## config.mk

```make
export PLATFORM = sky130hd
export DESIGN_NAME = pipe_skid_buffer
export DESIGN_NICKNAME = d
export VERILOG_FILES = /design/src/rtl/pipe_skid_buffer.sv
export SDC_FILE = /design/constraint.sdc
export NUM_CORES = 1
export LEC_CHECK = 0
export BUFFER_PORTS_ARGS = -buffer_cell sky130_fd_sc_hd__buf_2
export CORE_MARGIN = 3
export CORE_UTILIZATION = 53
export CTS_CLUSTER_SIZE = 14
export DETAILED_ROUTE_END_ITERATION = 8
export PLACE_DENSITY_LB_ADDON = 0.15
export SYNTH_ARGS = -nofsm -noshare
export SYNTH_HDL_FRONTEND = slang
export SYNTH_SLANG_ARGS = --single-unit
```

## constraint.sdc

```tcl
create_clock -name clk -period 1.69 [get_ports clk]
set_input_delay 0.0845 -clock clk [delete_from_list [all_inputs] [get_ports clk]]
set_output_delay 0.0845 -clock clk [all_outputs]
set_load 0.02 [all_outputs]
```

## src/rtl/pipe_skid_buffer.sv

```systemverilog
// Two-entry valid/ready pipeline register. The main entry drives m_data; the
// skid entry catches one beat when the consumer stalls. All outputs are registered.
module pipe_skid_buffer #(
  parameter int WIDTH = 32
) (
  input  logic             clk,
  input  logic             rst_n,
  input  logic             flush,
  input  logic             s_valid,
  output logic             s_ready,
  input  logic [WIDTH-1:0] s_data,
  output logic             m_valid,
  input  logic             m_ready,
  output logic [WIDTH-1:0] m_data
);

  typedef enum logic [1:0] {
    EMPTY = 2'd0,
    BUSY  = 2'd1,
    FULL  = 2'd2
  } state_t;

  state_t           state_q, state_d;
  logic [WIDTH-1:0] main_q, main_d;
  logic [WIDTH-1:0] skid_q, skid_d;
  logic             in_xfer;
  logic             out_xfer;

  // Handshake flags come straight from the state register, so neither
  // m_ready nor s_valid has a combinational path to an output.
  assign m_valid = (state_q != EMPTY);
  assign s_ready = (state_q != FULL);
  assign m_data  = main_q;

  assign in_xfer  = s_valid & s_ready;
  assign out_xfer = m_valid & m_ready;

  always_comb begin
    state_d = state_q;
    main_d  = main_q;
    skid_d  = skid_q;
    if (flush) begin
      // Flush drops the valids only; the payload registers keep their contents.
      state_d = EMPTY;
    end else begin
      unique case (state_q)
        EMPTY: begin
          if (in_xfer) begin
            main_d  = s_data;
            state_d = BUSY;
          end
        end
        BUSY: begin
          if (in_xfer && out_xfer) begin
            main_d = s_data;
          end else if (in_xfer) begin
            skid_d  = s_data;
            state_d = FULL;
          end else if (out_xfer) begin
            state_d = EMPTY;
          end
        end
        FULL: begin
          if (out_xfer) begin
            main_d  = skid_q;
            state_d = BUSY;
          end
        end
        default: state_d = EMPTY;
      endcase
    end
  end

  always_ff @(posedge clk or negedge rst_n) begin
    if (!rst_n) begin
      state_q <= EMPTY;
      main_q  <= '0;
      skid_q  <= '0;
    end else begin
      state_q <= state_d;
      main_q  <= main_d;
      skid_q  <= skid_d;
    end
  end

endmodule

```

# Yosys cells after proc, flatten, opt, wreduce, memory -nomap -nowiden
# Cells that the tools add are included.
# totals
latchBits	0
ramBits	0
inputBits	37
output_inout_bits	34
n_memories	0
romBits	0
reg_bits	66
word_cells	35
# classes
n_bitwise	4
n_eq_ne	10
n_reduce_logical	7
shifts	0
n_mul	0
addsub	0
n_div	0
mux	11
order_cmp	0
# op_table
cell	count
32-bit two-way mux	3
32-bit one-hot mux with 3 select lines	1
2-bit two-way mux	6
3-bit inequality test (second input constant)	3
2-bit inequality test (second input constant)	4
4-bit AND reduction	2
2-bit one-hot mux with 3 select lines	1
5-bit AND reduction	1
4-bit inequality test (second input constant)	1
3-bit nonzero test	1
1-bit bitwise AND	2
2-bit by 1-bit equality test with 1-bit output (second input constant)	1
2-bit equality test (second input constant)	1
2-bit logical NOT	1
1-bit inverter	2
2-bit nonzero test	1
1-bit logical AND	1

# Logic depth before layout (Yosys ltp)
# Gate-level depths: netlist of the first run.
# depth
word_depth	7
depth_mapped	5
ltp_nobuf	4

# Worst setup path after synthesis of the first run
# Ideal clock, no wire load.
# synth_timing
kind	register -> register
start	reg state_q[1]
end	reg skid_q[3]
setup_time_ns	0.125
path_buffers	1
synth_period_minus_slack_ns	1.531
path_slack_ns	0.159
arrival_ns	1.406
stages_incl_launch_ff	5
required_time_ns	1.565
cell_sequence	dfrtp_1 > nor2b_2 > nor3b_4 > buf_6 > mux2_2
# synth_between
elab_chain_len	5
word_cells_on_any_way	8
classes_between	eq/ne: 2; bitwise: 3; reduce/logical: 3
# synth_rtl
element	line	source
start, declared	23	state_t state_q, state_d;
start signal, assigned	80	state_q <= state_d;
2-bit inequality test or 2-bit nonzero test (tied branches)	32, 31	
1-bit bitwise AND (on tied branches)	35, 36	
1-bit logical AND	54	if (in_xfer && out_xfer) begin
1-bit inverter (no source line)	--	
4-bit AND reduction (no source line) (*)	--	
end signal, assigned	82	skid_q <= skid_d;
end, declared	25	logic [WIDTH-1:0] skid_q, skid_d;
# Every way passes the cells marked *; elsewhere a longest branch is shown, timed or not.
# A chain may end at the register's enable or synchronous reset.

# Worst setup path after layout of the first run
# layout_timing
start	reg state_q[0]
end	reg main_q[18] (netlist: m_data[18])
# layout_between
elab_chain_len	5
word_cells_on_any_way	14
classes_between	eq/ne: 6; mux: 1; bitwise: 2; reduce/logical: 5
# layout_rtl
element	line	source
2-bit inequality test or 2-bit nonzero test (tied branches)	32, 31	
1-bit bitwise AND (on tied branches)	35, 36	
1-bit logical AND	54	
2-bit inequality test (no source line)	--	
5-bit AND reduction (no source line)	--	
end signal, assigned	81	main_q <= main_d;
end, declared	24	logic [WIDTH-1:0] main_q, main_d;
# Parallel ways exist; a longest one is shown, timed or not.

==> impl_metrics.sql, run 1 <==
INSERT INTO impl_metrics (metric_group, metric, value, unit) VALUES
('cts', 'clock_latency', '330', 'ps'),
('sta', 'setup_viol_count_final', '0', ''),
('yosys', 'mappedNetlistNets', '225', ''),
('pwr', 'report.power.total', '0.00455', 'W'),
('sta', 'rsz0062_at_grt', 'no', ''),
('pwr', 'clkPwrFrac', '29.8', '%'),
('die', 'chipWidth', '81.4', 'um'),
('route', 'drt-initial-drc-count', '80', ''),
('yosys', 'synth_top_family_by_area', 'multiplexers', ''),
('cells_and_area', 'drive_gt1_share', '61.0', '%'),
('sta', 'timing.clock.skew', '7.81', 'ps'),
('cells_and_area', 'filler_cells_inserted', '349', ''),
('pwr', 'total_leakage_power', '1.82', 'nW'),
('cts', 'cts_post_setup_buffers_inserted', '0', ''),
('yosys', 'async_set_or_reset_register_ratio_after_synthesis', '100', '%'),
('yosys', 'synth_largest_area_cell', 'sky130_fd_sc_hd__dfrtp_1', ''),
('global_route', 'antenna_found_initial', '0', ''),
('die', 'core', '5300', 'sq um'),
('route', 'via_per_instance_ratio', '5.05', ''),
('yosys', 'synth-edff-count', '0', ''),
('pwr', 'p_switching', '0.00124', 'W'),
('cts', 'cts_num_sinks', '66', ''),
('worst_setup_path', 'worst-path-max-fanout', '25', ''),
('worst_setup_path', 'worstSetupStartpointType', 'flop', ''),
('global_route', 'grt_pass1_vias', '2083', ''),
('worst_setup_path', 'worst_path_largest_cell_delay', '470', 'ps'),
('pwr', 'power.share.switching', '27.2', '%'),
('global_route', 'grt_start_max_net_pins', '67', ''),
('yosys', 'synth_area_leaders', 'sky130_fd_sc_hd__dfrtp_1 (55%), sky130_fd_sc_hd__mux2_2 (29%), sky130_fd_sc_hd__mux2_1 (4.1%), sky130_fd_sc_hd__mux2_4 (4.0%), sky130_fd_sc_hd__buf_6 (2.6%)', ''),
('sta', 'final.setup.tns', '0', 'ps'),
('yosys', 'post_synth_instance_area', '3010', 'sq um'),
('pwr', 'power_frac_seq', '47.1', '%'),
('die', 'fp-row-count', '26', ''),
('global_route', 'grt_first_pass_wirelength', '9690', 'um'),
('sta', 'layout_min_cycle_time', '1610', 'ps'),
('cts', 'clkTransAtPathRegs', '70', 'ps'),
('die', 'dieArea', '6620', 'sq um'),
('sta', 'hold_viol', '0', ''),
('worst_setup_path', 'timing.reg2reg.setup_slack', '80', 'ps'),
('sta', 'layout_setup_ws', '77.0', 'ps'),
('sta', 'finalCritPeriodShare', '95.4', '%'),
('cts', 'clock_path_buffers', '2', ''),
('global_route', 'groute.usage.overall', '20.0', '%'),
('worst_setup_path', 'critical_path.top_delay_family', 'flip-flops', ''),
('cts', 'ctsHtreeMaxLevel', '3', ''),
('worst_setup_path', 'critical_path.endpoint_type', 'flop', ''),
('route', 'ant_nets', '0', ''),
('worst_setup_path', 'slowest_stage', 'sky130_fd_sc_hd__dfrtp_1', ''),
('yosys', 'post-synth-top-area-fraction', '54.9', '%'),
('pwr', 'p_comb_share', '23.1', '%'),
('worst_setup_path', 'timing.critical_path.cells', 'nand3b_1 > a21oi_4 > buf_12 > mux2_2', ''),
('sta', 'clock.fmax', '620', 'MHz'),
('route', 'wire_per_inst', '15.8', 'um'),
('yosys', 'synth_compound_gate_area_share', '1.46', '%'),
('route', 'detail_route.wirelength', '5910', 'um'),
('place', 'detailed_place_hpwl', '3740', 'um'),
('run_status', 'status', 'complete, no violations', ''),
('worst_setup_path', 'worst-endpoint-arrival', '1830', 'ps'),
('pwr', 'pwr_density_cell', '1140', 'nW/um^2'),
('yosys', 'ys_seq_area_share', '54.9', '%'),
('cells_and_area', 'layout-area-overhead-vs-synth', '32.4', '%'),
('worst_setup_path', 'path_class', 'flop to flop', ''),
('place', 'port_buffers', '70', ''),
('sta', 'tightestPinTransition', '351', 'ps'),
('place', 'dp_worst_setup_slack', '39.2', 'ps'),
('route', 'route.detailed.drc', '0', ''),
('min_path', 'worstHoldPathType', 'input port to flop', ''),
('yosys', 'synthXorXnorAreaFrac', '0', '%'),
('pwr', 'p_int', '0.00331', 'W'),
('flow_run', 'max_cap_violations', '0', ''),
('pwr', 'power.ir.vdd_worst', '0.837', 'mV');
==> layer usage <==
metal | vias up | part of all wire [%] | global-route usage (%) | wire length [um]
li1 | 895 | - | - | -
met4 | 0 | 1.2 | 9.63 | 72
met5 | - | 0 | 0 | 0
met1 | 952 | 45 | 25.0 | 2680
met3 | 6 | 3.6 | 4.21 | 215
met2 | 41 | 50 | 33.0 | 2950
==> per-stage QoR <==
step | instances | instance area, sq um | util [%]
2_1_floorplan | 188 | 3010 | -
6_report | 375 | 3980 | 75.1
4_1_cts | 375 | 3970 | 74.9
3_5_place_dp | 326 | 3430 | 64.6
3_3_place_gp | 326 | 3430 | 64.6
5_1_grt | 375 | 3980 | 75.1
==> flip-flops by register name, summed over array words and instances (netlist names) <==
signal   flops
m_data      32
skid_q      32
state_q      2
==> power groups by stage <==
stage,Clock (W),Combinational [W],Sequential (W)
final,0.00136,0.00105,0.00215
after global routing,0.00148,0.00114,0.00219
after CTS,0.00139,0.00106,0.00214
after detailed placement,0,0.000999,0.00216
after global placement,0,0.000967,0.00215
after floorplan,0,0.000474,0.00233
==> logic make-up (layout without fill, tap and decap cells) <==
kind of cell,Yosys count,after routing
multiplexers,96,96
AO/OA/AOI/OAI,5,5
AND/OR/NAND/NOR,10,10
buffers and inverters,11,128
flip-flops,66,66
==> final cells by class <==
type                       count  area (sq um)  share of cell area [%]
tap                           70          87.6                    2.20
timing repair buffer         112           788                    19.8
inverter                       1          3.75                  0.0942
multi-input combinational    111          1250                    31.3
sequential                    66          1650                    41.5
clock inverter                 2          35.0                   0.879
clock buffer                  13           169                    4.24
==> path summary, 6_finish.rpt <==
kind                       cells after the start                   start                      to
max                                            4  state_q[0]$_DFFE_PN0P_  m_data[18]$_DFFE_PN0P_
min                                            2                   flush  state_q[0]$_DFFE_PN0P_
min reg2reg                                    1   skid_q[9]$_DFFE_PN0P_   skid_q[9]$_DFFE_PN0P_
max in group asynchronous                      3                   rst_n  state_q[1]$_DFFE_PN0P_
min in group asynchronous                      3                   rst_n  m_data[28]$_DFFE_PN0P_
max reg2reg                                    4  state_q[0]$_DFFE_PN0P_  m_data[18]$_DFFE_PN0P_
==> layout by cell type, fill, tap and decap left out, types with 2 or more instances in the layout <==
master / netlist / final
sky130_fd_sc_hd__mux2_2: 77 / 77
sky130_fd_sc_hd__buf_2: 0 / 70
sky130_fd_sc_hd__a21oi_1: 2 / 2
sky130_fd_sc_hd__dlygate4sd3_1: 0 / 34
sky130_fd_sc_hd__buf_4: 0 / 5
sky130_fd_sc_hd__nor2b_4: 0 / 2
sky130_fd_sc_hd__mux2_1: 11 / 11
sky130_fd_sc_hd__clkbuf_8: 0 / 12
sky130_fd_sc_hd__buf_12: 0 / 3
sky130_fd_sc_hd__mux2_4: 8 / 8
sky130_fd_sc_hd__dfrtp_1: 66 / 65
==> timing repair <==
action / 4_1_cts / 5_1_grt
resized for setup: 0 / 3
endpoints found under the setup margin: 0 / 59
hold endpoints to repair: 99 / 0
hold buffers: 34 / 0
Note: power is estimated with default switching activity, not from simulation.
==> run 2, diff against run 1 <==
- PLACE_DENSITY: not set -> 0.79
- PLACE_DENSITY_LB_ADDON: 0.15 -> not set
- REMOVE_ABC_BUFFERS: not set -> 1
==> run 2 against run 1 <==
Compared with the run above:
- global-route usage decreased by 1.0 points
- die area is the same
- routed wire length decreased by 5.9%
- fmax down 1.1%
- largest cell class unchanged
- critical path depth up 3
- final cell count shrank 0.53%
- core utilization shrank 1.1 points
- cell area down 1.4%
- count of clock-buffer cells in the layout shrank 3
==> impl_metrics.sql, run 2 (same netlist as run 1, synthesis figures left out) <==
INSERT INTO impl_metrics (metric_group, metric, value, unit) VALUES
('cells_and_area', 'drive_gt1_share', '63.4', '%'),
('flow_run', 'max_cap_violations', '0', ''),
('cells_and_area', 'area_of_the_multi_input_gates', '1240', 'sq um'),
('worst_setup_path', 'timing.critical_path.mode_cell', 'sky130_fd_sc_hd__buf_6', ''),
('cells_and_area', 'antenna_diode_instance_count', '0', ''),
('pwr', 'power_frac_seq', '48.9', '%'),
('worst_setup_path', 'timing.critical_path.cells', 'dlygate4sd3_1 > buf_2 > nand2b_2 > nor3b_4 > buf_6 > buf_6 > mux2_2', ''),
('cts', 'clkTransAtPathRegs', '60', 'ps'),
('route', 'wire_per_inst', '14.9', 'um'),
('sta', 'hold_viol', '0', ''),
('route', 'via_per_instance_ratio', '4.96', ''),
('worst_setup_path', 'worst_path_largest_cell_delay', '540', 'ps'),
('sta', 'timing.clock.skew', '3.23', 'ps'),
('global_route', 'gr-total-overflow', '0', ''),
('cells_and_area', 'layout.area.seq', '1650', 'sq um'),
('die', 'fp-row-count', '26', ''),
('worst_setup_path', 'critical_path.endpoint_type', 'flop', ''),
('worst_setup_path', 'timing.reg2reg.setup_slack', '80', 'ps'),
('die', 'floorplan.initialDensity', '56.7', '%'),
('pwr', 'pwr_density_cell', '1110', 'nW/um^2'),
('worst_setup_path', 'critical_path.top_delay_family', 'buffers and inverters', ''),
('cts', 'clock_latency', '320', 'ps'),
('cts', 'ctsHtreeMaxLevel', '3', ''),
('cts', 'clock_tree.root_cell', 'sky130_fd_sc_hd__clkbuf_8', ''),
('place', 'detailed_place_hpwl', '3830', 'um'),
('route', 'detail_route.wirelength', '5570', 'um'),
('global_route', 'grt_start_max_net_pins', '50', ''),
('worst_setup_path', 'crit_required', '1900', 'ps'),
('route', 'drt-initial-drc-count', '59', ''),
('global_route', 'grt_pass1_vias', '2039', ''),
('sta', 'final.setup.tns', '0', 'ps'),
('pwr', 'p_int', '0.00317', 'W'),
('global_route', 'antenna_found_initial', '0', ''),
('cells_and_area', 'nets', '337', ''),
('cts', 'cts_num_sinks', '66', ''),
('place', 'gp_routability_congestion', '0.723', ''),
('cts', 'tritoncts', 'yes', ''),
('worst_setup_path', 'worst-endpoint-arrival', '1840', 'ps'),
('sta', 'layout_min_cycle_time', '1630', 'ps'),
('global_route', 'groute.usage.overall', '19.0', '%'),
('route', 'ant_nets', '0', ''),
('sta', 'setup_viol_count_final', '0', ''),
('pwr', 'p_switching', '0.00121', 'W'),
('cells_and_area', 'layout-area-overhead-vs-synth', '30.5', '%'),
('worst_setup_path', 'path_depth', '7', ''),
('worst_setup_path', 'crit_path_end', 'skid_q[15]$_DFFE_PN0P_', ''),
('cells_and_area', 'layout_commonest_cell', 'sky130_fd_sc_hd__mux2_2', ''),
('die', 'die_outline_height', '81.4', 'um'),
('sta', 'clock.fmax', '613', 'MHz'),
('global_route', 'grt_first_pass_wirelength', '9320', 'um'),
('worst_setup_path', 'path_class', 'input port to flop', ''),
('sta', 'timing.final.max_slew_violations', '0', ''),
('die', 'chipWidth', '81.4', 'um'),
('pwr', 'total_leakage_power', '1.80', 'nW'),
('worst_setup_path', 'crit-reg2reg-launch', 'state_q[1]$_DFFE_PN0P_', ''),
('pwr', 'power.ir.vdd_worst', '0.704', 'mV'),
('pwr', 'clkPwrFrac', '27.5', '%'),
('worst_setup_path', 'r2r-end', 'm_data[25]$_DFFE_PN0P_', ''),
('worst_setup_path', 'worst-path-max-fanout', '9', ''),
('die', 'design.portCount', '71', ''),
('cells_and_area', 'commonest_cells_after_routing_fill_and_taps_aside', 'sky130_fd_sc_hd__mux2_2 (77), sky130_fd_sc_hd__buf_2 (71), sky130_fd_sc_hd__dfrtp_1 (64)', ''),
('place', 'port_buffers', '70', ''),
('sta', 'timing.max_slew.rel_slack', '72.1', '%'),
('worst_setup_path', 'critical_path_buf_inv_count', '4', ''),
('cells_and_area', 'filler_cells_inserted', '346', ''),
('sta', 'tightestPinTransition', '418', 'ps'),
('min_path', 'worstHoldPathType', 'input port to flop', ''),
('route', 'vias', '1851', ''),
('worst_setup_path', 'r2r_cells', '4', ''),
('run_status', 'status', 'complete, no violations', ''),
('pwr', 'p_comb_share', '23.6', '%'),
('cts', 'cts_made_buffers', '9', ''),
('min_path', 'min_delay_path_depth', '2', ''),
('cells_and_area', 'layout.core_utilization', '74.1', '%'),
('die', 'core', '5300', 'sq um'),
('die', 'dieArea', '6620', 'sq um'),
('route', 'drtPass1Iterations', '4', ''),
('cts', 'clock_path_buffers', '2', ''),
('route', 'route.detailed.drc', '0', ''),
('pwr', 'power.share.switching', '27.6', '%'),
('sta', 'finalCritPeriodShare', '96.5', '%'),
('worst_setup_path', 'worstSetupStartpoint', 'm_ready', ''),
('worst_setup_path', 'slowest_stage', 'sky130_fd_sc_hd__dlygate4sd3_1', ''),
('worst_setup_path', 'worstSetupStartpointType', 'input port', '');
run 2: cell types whose count changed in the layout (fill, tap and decap cells not counted), moves of 2 or more:
cell and change:
sky130_fd_sc_hd__dlygate4sd3_1 -7, sky130_fd_sc_hd__clkbuf_8 -3, sky130_fd_sc_hd__clkinv_2 +2, sky130_fd_sc_hd__buf_6 +5
run 2: worst min-delay path by stage:
stage                     from                     end  slack [ps]
finish              s_data[21]  skid_q[21]$_DFFE_PN0P_          10
global route        s_data[23]  skid_q[23]$_DFFE_PN0P_           1
CTS                 s_data[11]  skid_q[11]$_DFFE_PN0P_         0.5
detailed placement       rst_n  m_data[24]$_DFFE_PN0P_          50
global placement         rst_n  m_data[24]$_DFFE_PN0P_          40
floorplan                rst_n   m_data[0]$_DFFE_PN0P_        -210
run 2: layout make-up:
cell class	instances	share of cell area, %
clock buffers	10	3.25
clock inverters	4	1.15
inverters	1	0.0956
multi-input cells	111	31.6
flip-flops and latches	66	42.1
well taps	70	2.23
repair buffers	111	19.5
run 2: power groups by stage:
| stage | Clock [W] | Sequential [W] | Combinational (W) |
|---|---|---|---|
| finish | 0.00120 | 0.00214 | 0.00103 |
| CTS | 0.00123 | 0.00214 | 0.00105 |
| floorplan | 0 | 0.00233 | 0.000455 |
| global route | 0.00130 | 0.00219 | 0.00113 |
| global placement | 0 | 0.00215 | 0.000967 |
| detailed placement | 0 | 0.00217 | 0.000995 |
run 2: per-layer routing:
layer	vias up	share of wire (%)	track usage [%]
li1	900	-	-
met1	904	43	23.3
met2	39	51	31.9
met3	8	3.9	3.66
met4	0	1.5	9.12
met5	-	0	0
run 2: per-stage QoR:
step | total power, W | setup slack, ps | cell area, sq um | hold slack, ps | instances
CTS | 0.00442 | 29.2 | 3890 | 0.495 | 371
floorplan | 0.00278 | -467 | 2890 | -211 | 178
finish | 0.00438 | 58.5 | 3930 | 13.0 | 373
global placement | 0.00312 | 92.5 | 3440 | 45.0 | 330
global route | 0.00462 | -7.01 | 3930 | 1.21 | 373
detailed placement | 0.00316 | 53.1 | 3440 | 47.1 | 330
run 2: timing repair:
| action | CTS | global route |
|---|---|---|
| hold buffers | 27 | 0 |
| setup buffers | 0 | 1 |
| gates resized for setup | 0 | 9 |
| endpoints found under the setup margin | 0 | 59 |
| endpoints found under the hold margin | 43 | 0 |
run 2: worst reg2reg max path, stage by stage (launching register included):
cell                      delay [ps]
sky130_fd_sc_hd__dfrtp_2         430
sky130_fd_sc_hd__nor2b_4         210
sky130_fd_sc_hd__buf_4           240
sky130_fd_sc_hd__mux2_2          360
sky130_fd_sc_hd__mux2_2          260
==> run 3, diff against run 2 <==
- ABC_AREA: not set -> 1
- CORE_UTILIZATION: 53 -> 54
- MAX_ROUTING_LAYER: not set -> met4
- PLACE_DENSITY: 0.79 -> 0.8
==> run 3 against run 2 <==
Compared with the run above:
- register-to-register slack improved by 50 ps
- critical endpoint is now s_ready
- critical path type is now flop to output pin
- final cell count increased by 54%
- sequential share of layout area decreased by 0.72 points
- core utilization decreased by 2.5 points
==> impl_metrics.sql, run 3 <==
INSERT INTO impl_metrics (metric_group, metric, value, unit) VALUES
('run_status', 'status', 'complete, no violations', ''),
('yosys', 'post_synth_most_frequent_cells', 'sky130_fd_sc_hd__nand2_1 (198), sky130_fd_sc_hd__nand3_1 (98), sky130_fd_sc_hd__dfrtp_1 (66)', ''),
('yosys', 'synth-seq-cells', '66', ''),
('die', 'design.portCount', '71', ''),
('route', 'drtPass1Iterations', '5', ''),
('cts', 'tritoncts', 'yes', ''),
('worst_setup_path', 'critical_path.top_delay_family', 'buffers and inverters', ''),
('worst_setup_path', 'critical_path.endpoint_type', 'output pin', ''),
('global_route', 'groute.usage.overall', '26.0', '%'),
('sta', 'clock.fmax', '624', 'MHz'),
('cts', 'ctsHtreeMaxLevel', '3', ''),
('route', 'detail_route.wirelength', '7910', 'um'),
('worst_setup_path', 'worst_path_largest_cell_delay', '460', 'ps'),
('pwr', 'p_switching', '0.00187', 'W'),
('cts', 'cts_made_buffers', '9', ''),
('pwr', 'p_comb_share', '28.7', '%'),
('cells_and_area', 'antenna_diode_instance_count', '0', ''),
('yosys', 'ys_seq_area_share', '52.7', '%'),
('worst_setup_path', 'worst-path-max-fanout', '20', ''),
('pwr', 'pwr_density_cell', '1350', 'nW/um^2'),
('cts', 'clock_path_buffers', '2', ''),
('sta', 'hold_viol', '0', ''),
('yosys', 'post_synth_instance_area', '3130', 'sq um'),
('pwr', 'power_frac_seq', '45.1', '%'),
('yosys', 'async_set_or_reset_register_ratio_after_synthesis', '100', '%'),
('cells_and_area', 'filler_cells_inserted', '455', ''),
('sta', 'timing.clock.skew', '3.86', 'ps'),
('sta', 'rsz0062_at_grt', 'no', ''),
('pwr', 'p_int', '0.00353', 'W'),
('sta', 'timing.max_slew.rel_slack', '56.5', '%'),
('yosys', 'post_synth.cell_area_avg', '7.64', 'sq um'),
('die', 'die_outline_height', '82.2', 'um'),
('yosys', 'synth_area_leaders', 'sky130_fd_sc_hd__dfrtp_1 (53%), sky130_fd_sc_hd__nand2_1 (24%), sky130_fd_sc_hd__nand3_1 (16%), sky130_fd_sc_hd__buf_2 (3.5%), sky130_fd_sc_hd__nand2_2 (0.60%)', ''),
('route', 'wire_per_inst', '13.7', 'um'),
('die', 'fp-row-count', '27', ''),
('cts', 'clock_tree.root_cell', 'sky130_fd_sc_hd__clkbuf_8', ''),
('sta', 'timing.final.max_slew_violations', '0', ''),
('yosys', 'synth_largest_area_cell', 'sky130_fd_sc_hd__dfrtp_1', ''),
('cells_and_area', 'commonest_cells_after_routing_fill_and_taps_aside', 'sky130_fd_sc_hd__nand2_1 (198), sky130_fd_sc_hd__nand3_1 (98), sky130_fd_sc_hd__buf_2 (70)', ''),
('global_route', 'gr-total-overflow', '0', ''),
('route', 'route.detailed.drc', '0', ''),
('cts', 'clkTransAtPathRegs', '70', 'ps'),
('yosys', 'synthCells', '410', ''),
('route', 'via_per_instance_ratio', '5.32', ''),
('route', 'ant_nets', '0', ''),
('sta', 'setup_viol_count_final', '0', ''),
('global_route', 'grt_start_max_net_pins', '35', ''),
('worst_setup_path', 'slowest_stage', 'sky130_fd_sc_hd__dfrtp_1', ''),
('pwr', 'total_leakage_power', '2.27', 'nW'),
('global_route', 'grt_first_pass_wirelength', '13000', 'um'),
('yosys', 'yosysWarningCount', '0', ''),
('pwr', 'power.share.switching', '34.6', '%'),
('pwr', 'power.ir.vdd_worst', '0.654', 'mV'),
('flow_run', 'max_cap_violations', '0', ''),
('cts', 'cts_num_sinks', '66', ''),
('worst_setup_path', 'timing.reg2reg.setup_slack', '130', 'ps'),
('worst_setup_path', 'worstSetupStartpointType', 'flop', ''),
('cells_and_area', 'layout-area-overhead-vs-synth', '27.4', '%'),
('worst_setup_path', 'timing.critical_path.cells', 'inv_2 > nand2_4 > buf_6 > buf_2', ''),
('worst_setup_path', 'critical_path_buf_inv_count', '3', ''),
('yosys', 'synth_top_flop_cell', 'sky130_fd_sc_hd__dfrtp_1', ''),
('yosys', 'post-synth-top-area-fraction', '52.7', '%'),
('die', 'dieArea', '6750', 'sq um'),
('cells_and_area', 'layout_commonest_cell', 'sky130_fd_sc_hd__nand2_1', ''),
('pwr', 'clkPwrFrac', '26.2', '%'),
('global_route', 'antenna_found_initial', '0', ''),
('die', 'core', '5570', 'sq um'),
('route', 'vias', '3065', ''),
('cts', 'clock_latency', '340', 'ps'),
('yosys', 'library_cell_with_the_highest_instance_count_after_synthesis', 'sky130_fd_sc_hd__nand2_1', ''),
('worst_setup_path', 'path_class', 'flop to output pin', ''),
('sta', 'final.setup.tns', '0', 'ps'),
('route', 'drt-initial-drc-count', '255', ''),
('die', 'chipWidth', '82.2', 'um'),
('min_path', 'worstHoldPathType', 'input port to flop', ''),
('global_route', 'grt_pass1_vias', '2827', ''),
('place', 'detailed_place_hpwl', '4950', 'um'),
('die', 'floorplan.initialDensity', '56.2', '%'),
('cells_and_area', 'layout.core_utilization', '71.6', '%'),
('cells_and_area', 'drive_gt1_share', '21.8', '%'),
('cells_and_area', 'nets', '536', ''),
('worst_setup_path', 'crit_required', '1610', 'ps'),
('worst_setup_path', 'worst-endpoint-arrival', '1520', 'ps'),
('yosys', 'ys_types', '18', ''),
('place', 'gp_routability_congestion', '0.786', ''),
('sta', 'layout_min_cycle_time', '1600', 'ps'),
('sta', 'finalCritPeriodShare', '94.8', '%'),
('yosys', 'synth-edff-count', '0', ''),
('sta', 'tightestPinTransition', '651', 'ps'),
('place', 'port_buffers', '70', '');
==> run 3: cell count changes after synthesis, moves of 3 or more <==
cell	before	now
sky130_fd_sc_hd__buf_8	3	0
sky130_fd_sc_hd__mux2_4	8	0
sky130_fd_sc_hd__buf_6	7	0
sky130_fd_sc_hd__inv_1	1	4
sky130_fd_sc_hd__mux2_1	11	0
sky130_fd_sc_hd__mux2_2	77	0
sky130_fd_sc_hd__buf_2	0	22
sky130_fd_sc_hd__nand2_1	1	198
sky130_fd_sc_hd__clkbuf_1	0	4
sky130_fd_sc_hd__nor2_2	0	3
sky130_fd_sc_hd__nand3_1	0	98
==> run 3: timing repair <==
action                                  CTS  global route
setup buffers                             0             0
endpoints found under the hold margin    43             0
endpoints found under the setup margin    0             1
resized for setup                         0             1
hold buffers                             20             0
==> run 3: final timing paths <==
| check | startpoint | end | cells after the start |
|---|---|---|---|
| setup / recovery | state_q[0]$_DFFE_PN0P_ | s_ready | 4 |
| hold / removal | s_data[0] | skid_q[0]$_DFFE_PN0P_ | 3 |
| setup reg to reg | state_q[1]$_DFFE_PN0P_ | skid_q[22]$_DFFE_PN0P_ | 6 |
| hold reg to reg | m_data[21]$_DFFE_PN0P_ | m_data[21]$_DFFE_PN0P_ | 2 |
| max in group asynchronous | rst_n | m_data[30]$_DFFE_PN0P_ | 3 |
| min in group asynchronous | rst_n | m_data[3]$_DFFE_PN0P_ | 2 |
==> run 3: cells by family (layout without fill, tap and decap cells) <==
family / Yosys count / in the layout / share of synthesized area (%)
and+or+nand+nor: 306 / 306 / 41.5
DFF: 66 / 66 / 52.7
AOI/OAI and AO/OA: 4 / 4 / 0.718
buffers and inverters: 34 / 128 / 5.07
==> run 3: worst register-to-register path, cell delays in order, from the launching register on <==
cell and delay (ps):
sky130_fd_sc_hd__dfrtp_1 450, sky130_fd_sc_hd__inv_1 80, sky130_fd_sc_hd__nand2_1 100, sky130_fd_sc_hd__nor2_2 160, sky130_fd_sc_hd__nand2_2 400, sky130_fd_sc_hd__nand2_1 200
sky130_fd_sc_hd__nand2_1 70
==> run 3: layout make-up <==
| cell class | count | area (sq um) | share of cell area (%) |
|---|---|---|---|
| clock buffer | 15 | 186 | 4.67 |
| clock inverter | 1 | 30.0 | 0.753 |
| inverter | 6 | 22.5 | 0.564 |
| multi-input combinational | 310 | 1320 | 33.1 |
| sequential | 66 | 1650 | 41.4 |
| tap | 72 | 90.1 | 2.26 |
| timing repair buffer | 106 | 687 | 17.2 |
==> run 3: stage by stage <==
step / hold slack (ps) / setup slack (ps) / cell area, sq um / cells / power (W)
6_report: 9.64 / 88.3 / 3990 / 576 / 0.00540
5_1_grt: 9.79 / 12.0 / 3990 / 576 / 0.00577
4_1_cts: 1.42 / 35.5 / 3990 / 576 / 0.00544
3_5_place_dp: 122 / 135 / 3570 / 540 / 0.00397
3_3_place_gp: 116 / 252 / 3570 / 540 / 0.00390
2_1_floorplan: -211 / -791 / 3000 / 382 / 0.00336
==> run 3: power groups by stage <==
stage	combinational, W	sequential [W]	clock [W]
2_1_floorplan	0.000680	0.00268	0
3_3_place_gp	0.00147	0.00243	0
3_5_place_dp	0.00152	0.00245	0
4_1_cts	0.00156	0.00243	0.00144
5_1_grt	0.00175	0.00251	0.00151
6_report	0.00155	0.00244	0.00141
==> run 3: layer usage <==
layer  vias up  GRT usage (%)  wire length, um
met2       135           40.3             3670
li1       1487              -                -
met5         -              -                0
met4         0           8.64               56
met3         9           5.53              653
met1      1434           34.2             3530
